===== src/rtl/mac_ctrl.sv =====
// Job sequencer for a 4-lane MAC datapath: issues buffer reads, tracks in-flight groups
// and accumulates qualified results. Define MAC_CTRL_SAT_EN for a saturating accumulator.
module mac_ctrl #(
  parameter int unsigned ADDR_W   = 8,
  parameter int unsigned LEN_W    = 8,
  parameter int unsigned PIPE_LAT = 5
) (
  input  logic              clk,
  input  logic              rst,
  input  logic              start,
  input  logic [LEN_W-1:0]  len,
  input  logic [ADDR_W-1:0] ifm_base,
  input  logic [ADDR_W-1:0] w_base,
  output logic              rd_en,
  output logic [ADDR_W-1:0] ifm_addr,
  output logic [ADDR_W-1:0] w_addr,
  input  logic [15:0]       mac_result,
  output logic              busy,
  output logic              out_valid,
  output logic [15:0]       out_data,
  output logic              done
);

  typedef enum logic [1:0] {
    IDLE  = 2'd0,
    ISSUE = 2'd1,
    DRAIN = 2'd2,
    FIN   = 2'd3
  } state_t;

  state_t              state_q, state_d;
  logic [LEN_W-1:0]    rem_q, rem_d;
  logic [ADDR_W-1:0]   ifm_addr_q, ifm_addr_d;
  logic [ADDR_W-1:0]   w_addr_q, w_addr_d;
  logic [PIPE_LAT-1:0] vld_q, vld_d;
  logic [15:0]         acc_q, acc_d;
  logic [15:0]         out_data_q, out_data_d;
  logic [15:0]         acc_add;
  logic                tap;

  assign tap = vld_q[PIPE_LAT-1];

`ifdef MAC_CTRL_SAT_EN
  logic [16:0] acc_sum;
  // Clamp stays sticky: once at 16'hFFFF any further unsigned add re-clamps.
  always_comb begin
    acc_sum = {1'b0, acc_q} + {1'b0, mac_result};
    acc_add = acc_sum[16] ? 16'hFFFF : acc_sum[15:0];
  end
`else
  always_comb begin
    acc_add = acc_q + mac_result;
  end
`endif

  always_comb begin
    state_d    = state_q;
    rem_d      = rem_q;
    ifm_addr_d = ifm_addr_q;
    w_addr_d   = w_addr_q;
    acc_d      = acc_q;
    out_data_d = out_data_q;
    rd_en      = (state_q == ISSUE);

    vld_d[0] = rd_en;
    for (int unsigned i = 1; i < PIPE_LAT; i++) begin
      vld_d[i] = vld_q[i-1];
    end

    if (tap) begin
      acc_d = acc_add;
    end

    unique case (state_q)
      IDLE: begin
        if (start) begin
          if (len != '0) begin
            ifm_addr_d = ifm_base;
            w_addr_d   = w_base;
            rem_d      = len;
            acc_d      = '0;
            state_d    = ISSUE;
          end else begin
            out_data_d = '0;
            state_d    = FIN;
          end
        end
      end
      ISSUE: begin
        // Addresses only advance between issues so they hold the last issued value.
        if (rem_q == LEN_W'(1)) begin
          state_d = DRAIN;
        end else begin
          rem_d      = rem_q - LEN_W'(1);
          ifm_addr_d = ifm_addr_q + ADDR_W'(1);
          w_addr_d   = w_addr_q + ADDR_W'(1);
        end
      end
      DRAIN: begin
        if (vld_d == '0) begin
          out_data_d = acc_d;
          state_d    = FIN;
        end
      end
      FIN: begin
        state_d = IDLE;
      end
      default: begin
        state_d = IDLE;
      end
    endcase
  end

  always_ff @(posedge clk or posedge rst) begin
    if (rst) begin
      state_q    <= IDLE;
      rem_q      <= '0;
      ifm_addr_q <= '0;
      w_addr_q   <= '0;
      vld_q      <= '0;
      acc_q      <= '0;
      out_data_q <= '0;
    end else begin
      state_q    <= state_d;
      rem_q      <= rem_d;
      ifm_addr_q <= ifm_addr_d;
      w_addr_q   <= w_addr_d;
      vld_q      <= vld_d;
      acc_q      <= acc_d;
      out_data_q <= out_data_d;
    end
  end

  assign ifm_addr  = ifm_addr_q;
  assign w_addr    = w_addr_q;
  assign out_data  = out_data_q;
  assign busy      = (state_q != IDLE);
  assign done      = (state_q == FIN);
  assign out_valid = (state_q == FIN);

endmodule

===== config.mk =====
export PLATFORM = sky130hd
export DESIGN_NAME = mac_ctrl
export DESIGN_NICKNAME = d
export VERILOG_FILES = /design/src/rtl/mac_ctrl.sv
export SDC_FILE = /design/constraint.sdc
export NUM_CORES = 1
export LEC_CHECK = 0
export CAP_MARGIN = 20
export CORE_UTILIZATION = 48
export CTS_CLUSTER_DIAMETER = 200
export DETAILED_ROUTE_END_ITERATION = 6
export GPL_TIMING_DRIVEN = 0
export PLACE_DENSITY = 0.86
export SLEW_MARGIN = 20
export SYNTH_ARGS = -nofsm -noshare
export SYNTH_HDL_FRONTEND = slang
export SYNTH_SLANG_ARGS = --single-unit

===== constraint.sdc =====
create_clock -name clk -period 4.5 [get_ports clk]
set_input_delay 0.45 -clock clk [delete_from_list [all_inputs] [get_ports clk]]
set_output_delay 0.45 -clock clk [all_outputs]
set_load 0.01 [all_outputs]

==> report_table.html <==
<table>
<tr><th>Metric</th><th>Value</th></tr>
<tr><th colspan="2">Clocking</th></tr>
<tr><td>Buffer cell driving the clock tree root</td><td>sky130_fd_sc_hd__clkbuf_8</td></tr>
<tr><td>Inserted Clock Buffers</td><td>9</td></tr>
<tr><td>CTS tree</td><td>yes</td></tr>
<tr><td>Number of buffers inserted by hold repair at cts</td><td>0</td></tr>
<tr><td>Post-cts resize count</td><td>0</td></tr>
<tr><td>Post-CTS repair timing setup buffer count</td><td>0</td></tr>
<tr><td>Max Root-Sink Buffers</td><td>2</td></tr>
<tr><td>Insertion delay of the later-clocked pin in the worst-skew pair</td><td>0.35 ns</td></tr>
<tr><td>Clock net sink count</td><td>63</td></tr>
<tr><td>Clock slew at reported path FFs</td><td>0.07 ns</td></tr>
<tr><td>H-tree Lvls</td><td>3</td></tr>
<tr><th colspan="2">Synth</th></tr>
<tr><td>Net Count, Synth</td><td>477</td></tr>
<tr><td>Async set-reset flop share out of synthesis</td><td>1.000</td></tr>
<tr><td>Post-Syn Area</td><td>3712 µm²</td></tr>
<tr><td>Share of the yosys chip area belonging to registers</td><td>0.4247</td></tr>
<tr><td>Syn_area_per_cell</td><td>9.054 µm²</td></tr>
<tr><td>Count of flip-flops with a built-in enable after synthesis</td><td>0</td></tr>
<tr><td>Total of flip-flops plus latches after synthesis</td><td>63</td></tr>
<tr><td>Count of synthesis-stage warnings from yosys</td><td>0</td></tr>
<tr><td>Synth cell types</td><td>51</td></tr>
<tr><td>Cells after synthesis</td><td>410</td></tr>
<tr><td>Most used flip-flop cell after synthesis</td><td>sky130_fd_sc_hd__dfrtp_1</td></tr>
<tr><th colspan="2">Drt</th></tr>
<tr><td>DRC errors left</td><td>0</td></tr>
<tr><td>Highest Signal Layer</td><td>met4</td></tr>
<tr><td>Violation count after the first detailed-route iteration</td><td>278</td></tr>
<tr><td>Detailed Route WL</td><td>9480 µm</td></tr>
<tr><td>Antenna-violating nets left</td><td>0</td></tr>
<tr><td>Wire length per cell after detailed routing</td><td>15.70 µm</td></tr>
<tr><td>Number of iterations in the first detailed-routing pass</td><td>4</td></tr>
<tr><td>Met1 Routed Length</td><td>4017 µm</td></tr>
<tr><td>Routed via count divided by cell count</td><td>5.697</td></tr>
<tr><td>Met2 routed WL</td><td>4646 µm</td></tr>
<tr><td>Via count of the routed design</td><td>3,441</td></tr>
<tr><td>Routed wl met3</td><td>623 µm</td></tr>
<tr><th colspan="2">Worst hold path</th></tr>
<tr><td>Min-Delay Path Class</td><td>primary input to asynchronous set/reset pin</td></tr>
<tr><th colspan="2">Timing</th></tr>
<tr><td>Final-report hold violation count</td><td>0</td></tr>
<tr><td>Clock tree skew after final layout</td><td>0.01657 ns</td></tr>
<tr><td>Final worst path period share</td><td>0.6374</td></tr>
<tr><td>Slew Limit Fails</td><td>0</td></tr>
<tr><td>Max transition margin</td><td>0.4613</td></tr>
<tr><td>Finish-stage setup viols</td><td>0</td></tr>
<tr><td>Min Clock Period, post-route</td><td>2.868 ns</td></tr>
<tr><td>Worst Tran Pin Value</td><td>0.8080 ns</td></tr>
<tr><td>Peak Freq</td><td>348.7 MHz</td></tr>
<tr><td>Setup repair after global routing missed its margin</td><td>no</td></tr>
<tr><td>Sum of negative setup slack</td><td>0 ns</td></tr>
<tr><td>Final Hold Slack</td><td>0.3597 ns</td></tr>
<tr><th colspan="2">Global route</th></tr>
<tr><td>Via count of the first global-routing pass</td><td>3,385</td></tr>
<tr><td>Global-route wire length before repair</td><td>15,980 µm</td></tr>
<tr><td>Maximum number of pins on one net before global-route repair</td><td>53</td></tr>
<tr><td>Total routing resource utilization after global routing</td><td>0.2469</td></tr>
<tr><td>Number of antenna violations at the first check in global routing</td><td>0</td></tr>
<tr><td>Grt ovf</td><td>0</td></tr>
<tr><th colspan="2">Critical path</th></tr>
<tr><td>Cell with the most instances on the worst path</td><td>sky130_fd_sc_hd__a21o_1</td></tr>
<tr><td>Critical path arrival</td><td>3.07 ns</td></tr>
<tr><td>Master of the slowest instance on the critical path</td><td>sky130_fd_sc_hd__fa_1</td></tr>
<tr><td>R2R Setup Slk</td><td>1.76 ns</td></tr>
<tr><td>Kind of end point of the critical path</td><td>flip-flop</td></tr>
<tr><td>CP Data Required Time</td><td>4.70 ns</td></tr>
<tr><td>Largest incremental delay on the critical path</td><td>0.42 ns</td></tr>
<tr><td>Critical Setup Path Class</td><td>primary input to flip-flop</td></tr>
<tr><td>Kind of launch point of the worst setup path</td><td>primary input</td></tr>
<tr><td>Critical-path maximum fanout</td><td>3</td></tr>
<tr><td>Crit-path cells</td><td>clkdlybuf4s50_1 -&gt; ha_1 -&gt; fa_1 -&gt; a21o_1 -&gt; a21o_1 -&gt; a21oi_2 -&gt; o41ai_2 -&gt; a31oi_1 -&gt; mux2i_1 -&gt; o211ai_1</td></tr>
<tr><td>Gate family responsible for the most delay along the worst path</td><td>compound AO/OA/AOI/OAI gates</td></tr>
<tr><td>Count of buffering cells on the critical path with inverters included</td><td>1</td></tr>
<tr><th colspan="2">Final layout</th></tr>
<tr><td>Highest-count cells in the layout ignoring fill and taps</td><td>78 x sky130_fd_sc_hd__clkdlybuf4s50_1, 63 x sky130_fd_sc_hd__dfrtp_1, 49 x sky130_fd_sc_hd__a21oi_1</td></tr>
<tr><td>Inserted Diodes</td><td>0</td></tr>
<tr><td>Leading cell type in the layout, fill and taps excluded</td><td>sky130_fd_sc_hd__clkdlybuf4s50_1</td></tr>
<tr><td>Ratio of cells with drive above 1 in the final layout</td><td>0.06337</td></tr>
<tr><td>Final cell area excluding filler cells</td><td>4890 µm²</td></tr>
<tr><td>Synthesis-to-layout area growth</td><td>31.72%</td></tr>
<tr><td>Filler cell count in the final layout</td><td>566</td></tr>
<tr><td>Final net count</td><td>567</td></tr>
<tr><th colspan="2">Run</th></tr>
<tr><td>Number of maximum-capacitance constraint violations</td><td>0</td></tr>
<tr><th colspan="2">Placed design</th></tr>
<tr><td>Cell Area, Placed</td><td>4647 µm²</td></tr>
<tr><td>Weighted congestion at the end of routability-driven global placement</td><td>0.8577</td></tr>
<tr><td>Buffers on Ports</td><td>78</td></tr>
<tr><td>DPL Wire Length</td><td>6957 µm</td></tr>
<tr><th colspan="2">Run status</th></tr>
<tr><td>Status</td><td>finished clean</td></tr>
<tr><th colspan="2">Power and ir drop</th></tr>
<tr><td>Switching power summed over all nets</td><td>1498 µW</td></tr>
<tr><td>Pwr dens</td><td>709.8 nW/µm²</td></tr>
<tr><td>LEAKAGE</td><td>0.002141 µW</td></tr>
<tr><td>Proportion of power drawn by flip-flops and latches</td><td>0.288</td></tr>
<tr><td>Sw frac</td><td>0.4317</td></tr>
<tr><td>Internal cell power</td><td>1972 µW</td></tr>
<tr><td>Comb power frac</td><td>0.541</td></tr>
<tr><td>Maximum resistive drop on vdd</td><td>0.4016 mV</td></tr>
<tr><td>Clock power share</td><td>0.171</td></tr>
<tr><th colspan="2">Floorplan</th></tr>
<tr><td>Die outline area</td><td>8090 µm²</td></tr>
<tr><td>Die width</td><td>89.95 µm</td></tr>
<tr><td>Boundary pin count</td><td>79</td></tr>
<tr><td>Num rows</td><td>31</td></tr>
<tr><td>Die height</td><td>89.95 µm</td></tr>
<tr><td>Initial Util</td><td>0.5037</td></tr>
<tr><td>Core Footprint</td><td>7370 µm²</td></tr>
</table>
worst paths after layout:
check | start | to | depth (start not counted)
hold / removal | rst | ifm_addr[6] | 2
hold reg to reg | vld_q[0] | vld_q[1] | 0
setup reg to reg | acc_q[0] | out_data[14] | 9
max in group asynchronous | rst | out_data[0] | 3
setup / recovery | mac_result[0] | out_data[14] | 10
min in group clk | vld_q[0] | vld_q[1] | 0
registers in the layout, indices dropped and copies added (netlist names):
| register | cells |
|---|---|
| rem_q | 8 |
| state_q | 2 |
| w_addr | 8 |
| out_data | 16 |
| ifm_addr | 8 |
| vld_q | 5 |
| acc_q | 16 |
synth_stat cells, types with 7 or more instances:
master / count / area (µm²)
sky130_fd_sc_hd__o22ai_1: 9 / 56.30
sky130_fd_sc_hd__inv_1: 16 / 60.06
sky130_fd_sc_hd__a21o_1: 7 / 52.55
sky130_fd_sc_hd__o21ai_0: 19 / 95.09
sky130_fd_sc_hd__ha_1: 23 / 287.8
sky130_fd_sc_hd__nand3_1: 18 / 90.09
sky130_fd_sc_hd__nor2_1: 30 / 112.6
sky130_fd_sc_hd__a21oi_1: 49 / 245.2
sky130_fd_sc_hd__nand2_1: 40 / 150.1
sky130_fd_sc_hd__o21ai_1: 26 / 130.1
sky130_fd_sc_hd__clkbuf_1: 13 / 48.80
sky130_fd_sc_hd__xnor2_1: 8 / 70.07
sky130_fd_sc_hd__mux2i_1: 18 / 180.2
sky130_fd_sc_hd__nor3_1: 7 / 35.03
sky130_fd_sc_hd__dfrtp_1: 63 / 1577
logic make-up after synthesis:
group,count (synthesis),share of synthesized area
compound gates,137,0.2258
fa+ha+maj,24,0.08291
buf+inv,35,0.03775
simple gates,121,0.1513
xor+xnor,11,0.02595
flops,63,0.4247
mux,19,0.05157
worst reg2reg max path: stages, from the launching register on:
cell and delay, ns:
sky130_fd_sc_hd__dfrtp_1 0.39, sky130_fd_sc_hd__ha_1 0.23, sky130_fd_sc_hd__fa_1 0.42, sky130_fd_sc_hd__a21o_1 0.18, sky130_fd_sc_hd__a21o_1 0.23, sky130_fd_sc_hd__a21oi_2 0.24
sky130_fd_sc_hd__o41ai_2 0.13, sky130_fd_sc_hd__a31oi_1 0.39, sky130_fd_sc_hd__mux2i_1 0.26, sky130_fd_sc_hd__o211ai_1 0.12
per-layer routing:
metal / up-vias / GRT usage
met3: 19 / 0.05584
li1: 1670 / -
met5: - / 0
met4: 0 / 0.08602
met2: 166 / 0.4167
met1: 1586 / 0.3124
area by class of cell:
class	instances	area [µm²]	share of cell area
Multi-Input combinational cell	312	1996	0.4081
Clock buffer	14	182.7	0.03736
Timing Repair Buffer	79	808.3	0.1653
Buffer	19	80.08	0.01638
Sequential cell	63	1577	0.3224
Clock inverter	2	60.06	0.01228
Tap cell	99	123.9	0.02533
Inverter	16	62.56	0.01279
through the flow:
| stage | cells | utilization | setup slack (ns) | power (µW) |
|---|---|---|---|---|
| floorplan | 410 | - | 2.073 | 2244 |
| global placement | 587 | 0.6265 | 1.383 | 2768 |
| detailed placement | 588 | 0.6306 | 1.359 | 2858 |
| CTS | 604 | 0.6635 | 1.638 | 3468 |
| global route | 604 | 0.6635 | 1.502 | 3729 |
| finish | 604 | 0.6635 | 1.632 | 3471 |
power by group through the flow:
| stage | clock network (µW) | registers, µW | logic, µW |
|---|---|---|---|
| floorplan | 0 | 999 | 1250 |
| global placement | 0 | 988 | 1780 |
| detailed placement | 0 | 1000 | 1860 |
| CTS | 603 | 995 | 1870 |
| global route | 629 | 1030 | 2070 |
| finish | 595 | 999 | 1880 |
Power figures use the tool's default switching activity.
